<file path="src/rtl/rob_unit_mp_if.sv">
// Bus bundle for rob_unit_mp: dispatch, writeback, commit and head/occupancy status.
// master is the pipeline side that drives requests; slave is the reorder buffer itself.
interface rob_unit_mp_if #(
  parameter int ROB_ADDR_SIZE  = 5,
  parameter int DEST_ADDR_SIZE = 4,
  parameter int INS_TYPE_SIZE  = 2,
  parameter int WB_PORTS       = 2
) ();
  logic                              flush;
  logic                              add_entry;
  logic [DEST_ADDR_SIZE-1:0]         entry_dest_addr;
  logic [INS_TYPE_SIZE-1:0]          entry_ins_type;
  logic                              entry_finished;
  logic [WB_PORTS-1:0]               wb_valid;
  logic [WB_PORTS*ROB_ADDR_SIZE-1:0] wb_rob_id;
  logic [WB_PORTS-1:0]               wb_exception;
  logic                              commit_head;

  logic [ROB_ADDR_SIZE-1:0]          head_id;
  logic [ROB_ADDR_SIZE-1:0]          tail_id;
  logic                              head_valid;
  logic                              head_finished;
  logic                              head_exception;
  logic [DEST_ADDR_SIZE-1:0]         head_dest_addr;
  logic [INS_TYPE_SIZE-1:0]          head_ins_type;
  logic [ROB_ADDR_SIZE:0]            count;
  logic                              is_full;
  logic                              is_empty;

  modport master (
    output flush, add_entry, entry_dest_addr, entry_ins_type, entry_finished,
           wb_valid, wb_rob_id, wb_exception, commit_head,
    input  head_id, tail_id, head_valid, head_finished, head_exception,
           head_dest_addr, head_ins_type, count, is_full, is_empty
  );

  modport slave (
    input  flush, add_entry, entry_dest_addr, entry_ins_type, entry_finished,
           wb_valid, wb_rob_id, wb_exception, commit_head,
    output head_id, tail_id, head_valid, head_finished, head_exception,
           head_dest_addr, head_ins_type, count, is_full, is_empty
  );
endinterface

</file>
<file path="src/rtl/rob_unit_mp.sv">
// Multi-writeback reorder buffer: one allocate per cycle, WB_PORTS finish reports, in-order commit.
// Head outputs are zero-latency reads; adds while full are dropped, unfinished-head commits ignored.
module rob_unit_mp #(
  parameter int ROB_ADDR_SIZE  = 5,
  parameter int DEST_ADDR_SIZE = 4,
  parameter int INS_TYPE_SIZE  = 2,
  parameter int WB_PORTS       = 2
) (
  input logic          clk,
  input logic          reset,
  rob_unit_mp_if.slave bus
);
  localparam int ROB_SIZE = 1 << ROB_ADDR_SIZE;

  typedef struct packed {
    logic                      valid;
    logic                      finished;
    logic                      exception;
    logic [INS_TYPE_SIZE-1:0]  ins_type;
    logic [DEST_ADDR_SIZE-1:0] dest;
  } entry_t;

  entry_t                   rob [ROB_SIZE];
  logic [ROB_ADDR_SIZE-1:0] head_q;
  logic [ROB_ADDR_SIZE-1:0] tail_q;
  logic [ROB_ADDR_SIZE:0]   count_q;

  entry_t                   head_e;
  logic                     full;
  logic                     empty;
  logic                     add_acc;
  logic                     commit_acc;

  logic [ROB_SIZE-1:0]      wb_fin;
  logic [ROB_SIZE-1:0]      wb_exc;
  logic [ROB_ADDR_SIZE-1:0] wb_id;

  assign head_e     = rob[head_q];
  assign full       = (count_q == (ROB_ADDR_SIZE+1)'(ROB_SIZE));
  assign empty      = (count_q == '0);
  // Full is the registered view, so a same-cycle commit never makes room for an add.
  assign add_acc    = bus.add_entry && !full;
  assign commit_acc = bus.commit_head && head_e.valid && head_e.finished;

  // Fold all writeback ports into per-entry finish/exception strobes; hits on one id OR together.
  always_comb begin
    wb_fin = '0;
    wb_exc = '0;
    wb_id  = '0;
    for (int p = 0; p < WB_PORTS; p++) begin
      wb_id = bus.wb_rob_id[p*ROB_ADDR_SIZE +: ROB_ADDR_SIZE];
      if (bus.wb_valid[p]) begin
        wb_fin[wb_id] = 1'b1;
        wb_exc[wb_id] = wb_exc[wb_id] | bus.wb_exception[p];
      end
    end
  end

  always_ff @(posedge clk) begin
    if (reset || bus.flush) begin
      head_q  <= '0;
      tail_q  <= '0;
      count_q <= '0;
      for (int i = 0; i < ROB_SIZE; i++) begin
        rob[i] <= '0;
      end
    end else begin
      // Only entries already valid before this edge take writeback; a slot being allocated does not.
      for (int i = 0; i < ROB_SIZE; i++) begin
        if (rob[i].valid && wb_fin[i]) begin
          rob[i].finished  <= 1'b1;
          rob[i].exception <= rob[i].exception | wb_exc[i];
        end
      end
      if (add_acc) begin
        rob[tail_q].valid     <= 1'b1;
        rob[tail_q].finished  <= bus.entry_finished;
        rob[tail_q].exception <= 1'b0;
        rob[tail_q].ins_type  <= bus.entry_ins_type;
        rob[tail_q].dest      <= bus.entry_dest_addr;
        tail_q                <= tail_q + 1'b1;
      end
      if (commit_acc) begin
        rob[head_q].valid <= 1'b0;
        head_q            <= head_q + 1'b1;
      end
      count_q <= count_q + (ROB_ADDR_SIZE+1)'(add_acc) - (ROB_ADDR_SIZE+1)'(commit_acc);
    end
  end

  assign bus.head_id        = head_q;
  assign bus.tail_id        = tail_q;
  assign bus.head_valid     = head_e.valid;
  assign bus.head_finished  = head_e.valid & head_e.finished;
  assign bus.head_exception = head_e.valid & head_e.exception;
  assign bus.head_dest_addr = head_e.dest;
  assign bus.head_ins_type  = head_e.ins_type;
  assign bus.count          = count_q;
  assign bus.is_full        = full;
  assign bus.is_empty       = empty;
endmodule

</file>
<file path="src/flat_wrapper.sv">
// flat-port wrapper written by rule: the top's interface ports become plain ports
module rob_unit_mp_flat 
#(
  parameter int ROB_ADDR_SIZE  = 5,
  parameter int DEST_ADDR_SIZE = 4,
  parameter int INS_TYPE_SIZE  = 2,
  parameter int WB_PORTS       = 2
)
  (clk, reset, bus_flush, bus_add_entry, bus_entry_dest_addr, bus_entry_ins_type, bus_entry_finished, bus_wb_valid, bus_wb_rob_id, bus_wb_exception, bus_commit_head, bus_head_id, bus_tail_id, bus_head_valid, bus_head_finished, bus_head_exception, bus_head_dest_addr, bus_head_ins_type, bus_count, bus_is_full, bus_is_empty);
  rob_unit_mp_if #(.ROB_ADDR_SIZE(ROB_ADDR_SIZE), .DEST_ADDR_SIZE(DEST_ADDR_SIZE), .INS_TYPE_SIZE(INS_TYPE_SIZE), .WB_PORTS(WB_PORTS)) bus_i ();
  input logic clk;
  input logic reset;
  input wire logic [$bits(bus_i.flush)-1:0] bus_flush;
  input wire logic [$bits(bus_i.add_entry)-1:0] bus_add_entry;
  input wire logic [$bits(bus_i.entry_dest_addr)-1:0] bus_entry_dest_addr;
  input wire logic [$bits(bus_i.entry_ins_type)-1:0] bus_entry_ins_type;
  input wire logic [$bits(bus_i.entry_finished)-1:0] bus_entry_finished;
  input wire logic [$bits(bus_i.wb_valid)-1:0] bus_wb_valid;
  input wire logic [$bits(bus_i.wb_rob_id)-1:0] bus_wb_rob_id;
  input wire logic [$bits(bus_i.wb_exception)-1:0] bus_wb_exception;
  input wire logic [$bits(bus_i.commit_head)-1:0] bus_commit_head;
  output wire logic [$bits(bus_i.head_id)-1:0] bus_head_id;
  output wire logic [$bits(bus_i.tail_id)-1:0] bus_tail_id;
  output wire logic [$bits(bus_i.head_valid)-1:0] bus_head_valid;
  output wire logic [$bits(bus_i.head_finished)-1:0] bus_head_finished;
  output wire logic [$bits(bus_i.head_exception)-1:0] bus_head_exception;
  output wire logic [$bits(bus_i.head_dest_addr)-1:0] bus_head_dest_addr;
  output wire logic [$bits(bus_i.head_ins_type)-1:0] bus_head_ins_type;
  output wire logic [$bits(bus_i.count)-1:0] bus_count;
  output wire logic [$bits(bus_i.is_full)-1:0] bus_is_full;
  output wire logic [$bits(bus_i.is_empty)-1:0] bus_is_empty;
  assign bus_i.flush = bus_flush;
  assign bus_i.add_entry = bus_add_entry;
  assign bus_i.entry_dest_addr = bus_entry_dest_addr;
  assign bus_i.entry_ins_type = bus_entry_ins_type;
  assign bus_i.entry_finished = bus_entry_finished;
  assign bus_i.wb_valid = bus_wb_valid;
  assign bus_i.wb_rob_id = bus_wb_rob_id;
  assign bus_i.wb_exception = bus_wb_exception;
  assign bus_i.commit_head = bus_commit_head;
  assign bus_head_id = bus_i.head_id;
  assign bus_tail_id = bus_i.tail_id;
  assign bus_head_valid = bus_i.head_valid;
  assign bus_head_finished = bus_i.head_finished;
  assign bus_head_exception = bus_i.head_exception;
  assign bus_head_dest_addr = bus_i.head_dest_addr;
  assign bus_head_ins_type = bus_i.head_ins_type;
  assign bus_count = bus_i.count;
  assign bus_is_full = bus_i.is_full;
  assign bus_is_empty = bus_i.is_empty;
  rob_unit_mp #(.ROB_ADDR_SIZE(ROB_ADDR_SIZE), .DEST_ADDR_SIZE(DEST_ADDR_SIZE), .INS_TYPE_SIZE(INS_TYPE_SIZE), .WB_PORTS(WB_PORTS)) u_core (.clk(clk), .reset(reset), .bus(bus_i));
endmodule
</file>
<file path="config.mk">
export PLATFORM = sky130hd
export DESIGN_NAME = rob_unit_mp_flat
export DESIGN_NICKNAME = d
export VERILOG_FILES = /design/src/rtl/rob_unit_mp_if.sv /design/src/rtl/rob_unit_mp.sv /design/src/flat_wrapper.sv
export SDC_FILE = /design/constraint.sdc
export NUM_CORES = 1
export LEC_CHECK = 0
export CAP_MARGIN = 30
export CELL_PAD_IN_SITES_DETAIL_PLACEMENT = 1
export CELL_PAD_IN_SITES_GLOBAL_PLACEMENT = 1
export CORE_AREA = 4 4 203 166
export DETAILED_ROUTE_END_ITERATION = 16
export DIE_AREA = 0 0 207 170
export GPL_TIMING_DRIVEN = 0
export HOLD_SLACK_MARGIN = 0.06
export PLACE_DENSITY_LB_ADDON = 0.2
export SLEW_MARGIN = 20
export SYNTH_ARGS = -nofsm -noshare
export SYNTH_HDL_FRONTEND = slang
export SYNTH_SLANG_ARGS = --single-unit
</file>
<file path="constraint.sdc">
create_clock -name clk -period 3.99 [get_ports clk]
set_clock_uncertainty 0.15 [all_clocks]
set_input_delay 0.399 -clock clk [delete_from_list [all_inputs] [get_ports clk]]
set_output_delay 0.399 -clock clk [all_outputs]
set_load 0.01 [all_outputs]
</file>
### Yosys cells after proc, flatten, opt, wreduce, memory -nomap -nowiden

Memory sizes are Yosys's and may differ from the RTL's. A register that Yosys moved wholly into a read port is not among the register bits.
Index checks and enable logic that the tools add are counted.

| storage, ports and cells | value |
|---|---|
| bits in registers | 16 |
| memory bits (writable) | 288 |
| bits in read-only memories | 32 |
| input bits | 26 |
| output and inout port bits | 27 |
| logic and storage cells | 338 |
| memories | 2 |

Memories:

| name | depth | bits a word | read ports | clocked after memory_dff | write ports | line | text |
|---|---|---|---|---|---|---|---|
| u_core.rob | 32 | 9 | 33 | 1 | 34 | rob_unit_mp.sv:23 | `entry_t rob [ROB_SIZE];` |
| (name not given) | 32 | 1 | 1 | 0 | 0 | rob_unit_mp.sv:54 | `wb_exc[wb_id] = wb_exc[wb_id] \| bus.wb_exception[p];` |

| cells by class | value |
|---|---|
| add/sub/neg operators | 4 |
| $lt $le $gt $ge | 4 |
| equal/unequal tests | 1 |
| mux-type cells | 182 |
| bitwise gates (word level) | 102 |
| reductions and logical operators | 40 |

Operator list:

| kind | count |
|---|---|
| $mux 1 | 172 |
| $mux 32 | 4 |
| $or 1x1->1 | 98 |
| $logic_and 1x1->1 | 37 |
| $and 32x32->32 | 1 |
| $bwmux 32 | 1 |
| $or 32x32->32 | 1 |
| $lt 5x6->1 const B | 2 |
| $add 5x1->5 const B | 2 |
| $demux 1 s5 | 2 |
| $ge 5x1->1 const B | 2 |
| $mux 5 | 2 |
| $add 6x1->6 | 1 |
| $eq 6x6->1 const B | 1 |
| $logic_not 6->1 | 1 |
| $sub 6x1->6 | 1 |
| $bmux 1 s5 | 1 |
| $and 1x1->1 | 2 |
| $logic_not 1->1 | 1 |
| $logic_or 1x1->1 | 1 |

### Depth between registers and ports, before layout

| depth | value |
|---|---|
| word-level depth | 13 |
| gate-level depth with buffers | 18 |
| depth with buffers taken out | 13 |

### Worst setup path before layout

Ideal clock, no wire load.

| timing | value |
|---|---|
| path kind | reg-to-reg |
| from | register with a tool-made name |
| to | register u_core.count_q[4] (netlist: u_core.bus.count[4]) |
| library setup time | 0.128 ns |
| arrival | 3.215 ns |
| required time | 3.712 ns |
| slack | 0.497 ns |
| stages on the path, launching flop included | 17 |
| path buffers | 3 |
| clock period less this slack | 3.493 ns |
| path through | dfxtp_1 > buf_6 > mux4_1 > mux2_2 > a221oi_2 > o211a_1 > a211oi_2 > buf_6 > buf_6 > xor2_1 > ha_1 > fa_1 > a21oi_1 > nor2_1 > nor2_1 > xor2_1 > nor2_1 |

RTL lines:

| element | line | text |
|---|---|---|
| end signal: assignment | rob_unit_mp.sv:87 | `count_q <= count_q + (ROB_ADDR_SIZE+1)'(add_acc) - (ROB_ADDR_SIZE+1)'(commit_acc);` |
| end: declaration | rob_unit_mp.sv:26 | `logic [ROB_ADDR_SIZE:0] count_q;` |

==> run metrics <==
outcome finished, final reports clean; largest cells by area after synthesis edfxtp_1, dfxtp_1, mux4_2; Avg Cell Area, Syn 11.7 um^2; Hold WC Path Type register to register; most numerous cell in the Yosys netlist edfxtp_1; Yosys warnings 0; post-layout util 57.8%; synthesized flop and latch total 309; Post-synth EDFFs ~220; fin. max-slew vios 0; syn nets 1382; Comb pwr share 7.0%; drt initial violations about 1400; Sw Pwr 1770 uW; GR Util All Layers 32.4%; post-route clock period utilization 99.7%; Core ar. roughly 32000 um^2; WP data required around 3.4 ns; DR vias between 10000 and 15000; antenna cells 0; top_reg_cell synth edfxtp_1; Worst R2R Path Depth 17; Critical Path End bus_head_dest_addr[1]; area growth from synthesis to layout 17.8%; CTS Hold Bufs 0; Die H about 170 um; Int Pwr 5720 uW; Mapped Cells 1339; worst-path maximum fanout 11; number of library cell types mapped by synthesis 58; CTS Root Cell clkbuf_16; critical path launch point type register; Final Net Count 1505; Post-Syn Area 15700 um^2; vias in the first global route 12600; final setup vio count 0; die width 207 um; R2R Path End u_core.bus.count[4]$_SDFF_PN0_; Max VDD drop between 0.3 and 0.4 mV; Via density 6.46; routability cong. about 1; Cell Count Post-Placement ~1800; TritonCTS buffer count 35; TritonCTS Sinks ~300; Clk pwr share 45.2%; worst-margin pin slew 1.06 ns; Die ar. around 35000 um^2; # DRC 0; first-pass GRT wire length 84.0 mm; Commonest cells post-synth edfxtp_1, and2_1, o21ai_0; Clk Latency, worst-skew pair 0.54 ns; share of cells above drive strength 1 14.9%; initial antenna violation count 2; clk buf depth 3; Rel. slew slack 29.2%; Final Power between 7000 and 8000 uW; setup slack, reg-to-reg ~0.13 ns; CP Class register to primary output; CTS tree done; CP arrival 3.43 ns; H-tree levels 2; global route overflow 0; fillers about 3300; pwr dens 407 nW/um^2; Max Freq about 250 MHz; leakage power 0.00659 uW; sequential share of power 47.8%; Final Hold Vio Count 0; Seq/Total Area, Yosys a little over half; largest net degree at the start of global routing 15; Max-Cap Viols 0; Non-Filler Instances 1915; detailed placer's ending HPWL slightly above 40 mm; Worst Setup End Kind primary output; Ports 53; row cnt 59; Sw Share between 20% and 30%; Detailed Route WL 57.8 mm; TritonRoute pass-1 iters 5; asr flop ratio synth 0%; antenna viol nets, final 0; Starting Density 49.1%; drt wl/cell slightly above 30 um; dominant cell type by area after synthesis edfxtp_1; final worst path period need a little under 4 ns; Port Buf Inserts 51; final setup TNS 0 ns; share of the synthesized area in the top cell type 43.0%; Clock transition at path regs 0.06 ns
timing repair:
item,CTS,global route
gates cloned,1,0
pin swaps,1,2
gates resized for setup,57,17
buffers inserted,6,9
endpoints found under the setup margin,9,8
cell families after synthesis:
group           after synthesis  synth area share, %
fa+ha+maj                    17                 1.41
flops                       309                 53.8
simple gates                506                 17.3
mux                         104                 13.1
xor+xnor                     14                0.783
compound gates              286                 10.8
buf+inv                     103                 2.85
layout make-up:
type,instances,area (um^2),area share [%]
sequential,309,8430,45.7
multi-input combinational,927,6800,36.9
clock buffer,42,923,5.01
timing repair buffer,87,838,4.55
buffer,87,598,3.24
tap,427,534,2.90
clock inverter,21,254,1.38
inverter,15,60.1,0.326
placed cells by master, fill, tap and decap left out, types with 47 or more instances in the layout:
cell type,count
nand2_1,77
edfxtp_1,224
nor2_1,95
clkdlybuf4s50_1,47
and2_1,197
clkbuf_1,66
nand3_1,70
mux4_2,77
a21oi_1,71
dfxtp_1,82
o21ai_0,80
metrics by stage:
| step | hold slack (ns) | worst slack, ns | instance area [um^2] |
|---|---|---|---|
| finish | 0.325 | 0.0124 | 18400 |
| global route | 0.345 | -0.0204 | 18400 |
| CTS | 0.324 | 0.00580 | 18300 |
| detailed placement | 0.309 | -0.406 | 16800 |
| global placement | 0.297 | -0.446 | 16700 |
| floorplan | 0.281 | 0.497 | 15700 |
state kept, by name, summed over array words and instances, names as in the netlist, named ones only:
name                count
u_core.bus.count        6
u_core.rob            288
u_core.bus.tail_id      5
u_core.bus.head_id      5
power by group through the flow:
stage | logic, uW | registers, uW | clock network, uW
final | 524 | 3580 | 3390
after global routing | 552 | 3590 | 3540
after CTS | 508 | 3580 | 3400
after global placement | 478 | 3640 | 0
after floorplan | 264 | 3630 | 0
after detailed placement | 500 | 3650 | 0
per-layer routing:
layer	vias to the layer above	track usage [%]	share of wire (%)
met1	6273	44.2	40
met3	133	8.46	11
met2	731	50.9	45
li1	5225	-	-
met5	-	0	0
met4	0	11.4	3.8
worst max-delay path: stages, from the launching register on:
cell             delay, ns
dfxtp_1               0.35
buf_12                0.12
buf_12                0.15
buf_12                0.17
bufbuf_16             0.31
buf_12                0.16
mux4_2                0.38
mux4_2                0.49
mux2_2                0.28
clkdlybuf4s50_1       0.48
worst min path at each step:
stage | from | endpoint | slack, ns | cells past startpoint
final | u_core.rob[19][6]$_SDFFE_PP0P_ | u_core.rob[19][6]$_SDFFE_PP0P_ | 0.32 | 2
after global routing | u_core.rob[6][6]$_SDFFE_PP0P_ | u_core.rob[6][6]$_SDFFE_PP0P_ | 0.34 | 2
after floorplan | u_core.rob[10][6]$_SDFFE_PP0P_ | u_core.rob[10][6]$_SDFFE_PP0P_ | 0.28 | 2
after CTS | u_core.rob[10][6]$_SDFFE_PP0P_ | u_core.rob[10][6]$_SDFFE_PP0P_ | 0.32 | 2
after detailed placement | u_core.rob[19][6]$_SDFFE_PP0P_ | u_core.rob[19][6]$_SDFFE_PP0P_ | 0.31 | 2
after global placement | u_core.rob[13][6]$_SDFFE_PP0P_ | u_core.rob[13][6]$_SDFFE_PP0P_ | 0.30 | 2
No activity file was read; power rests on OpenSTA's default activity.
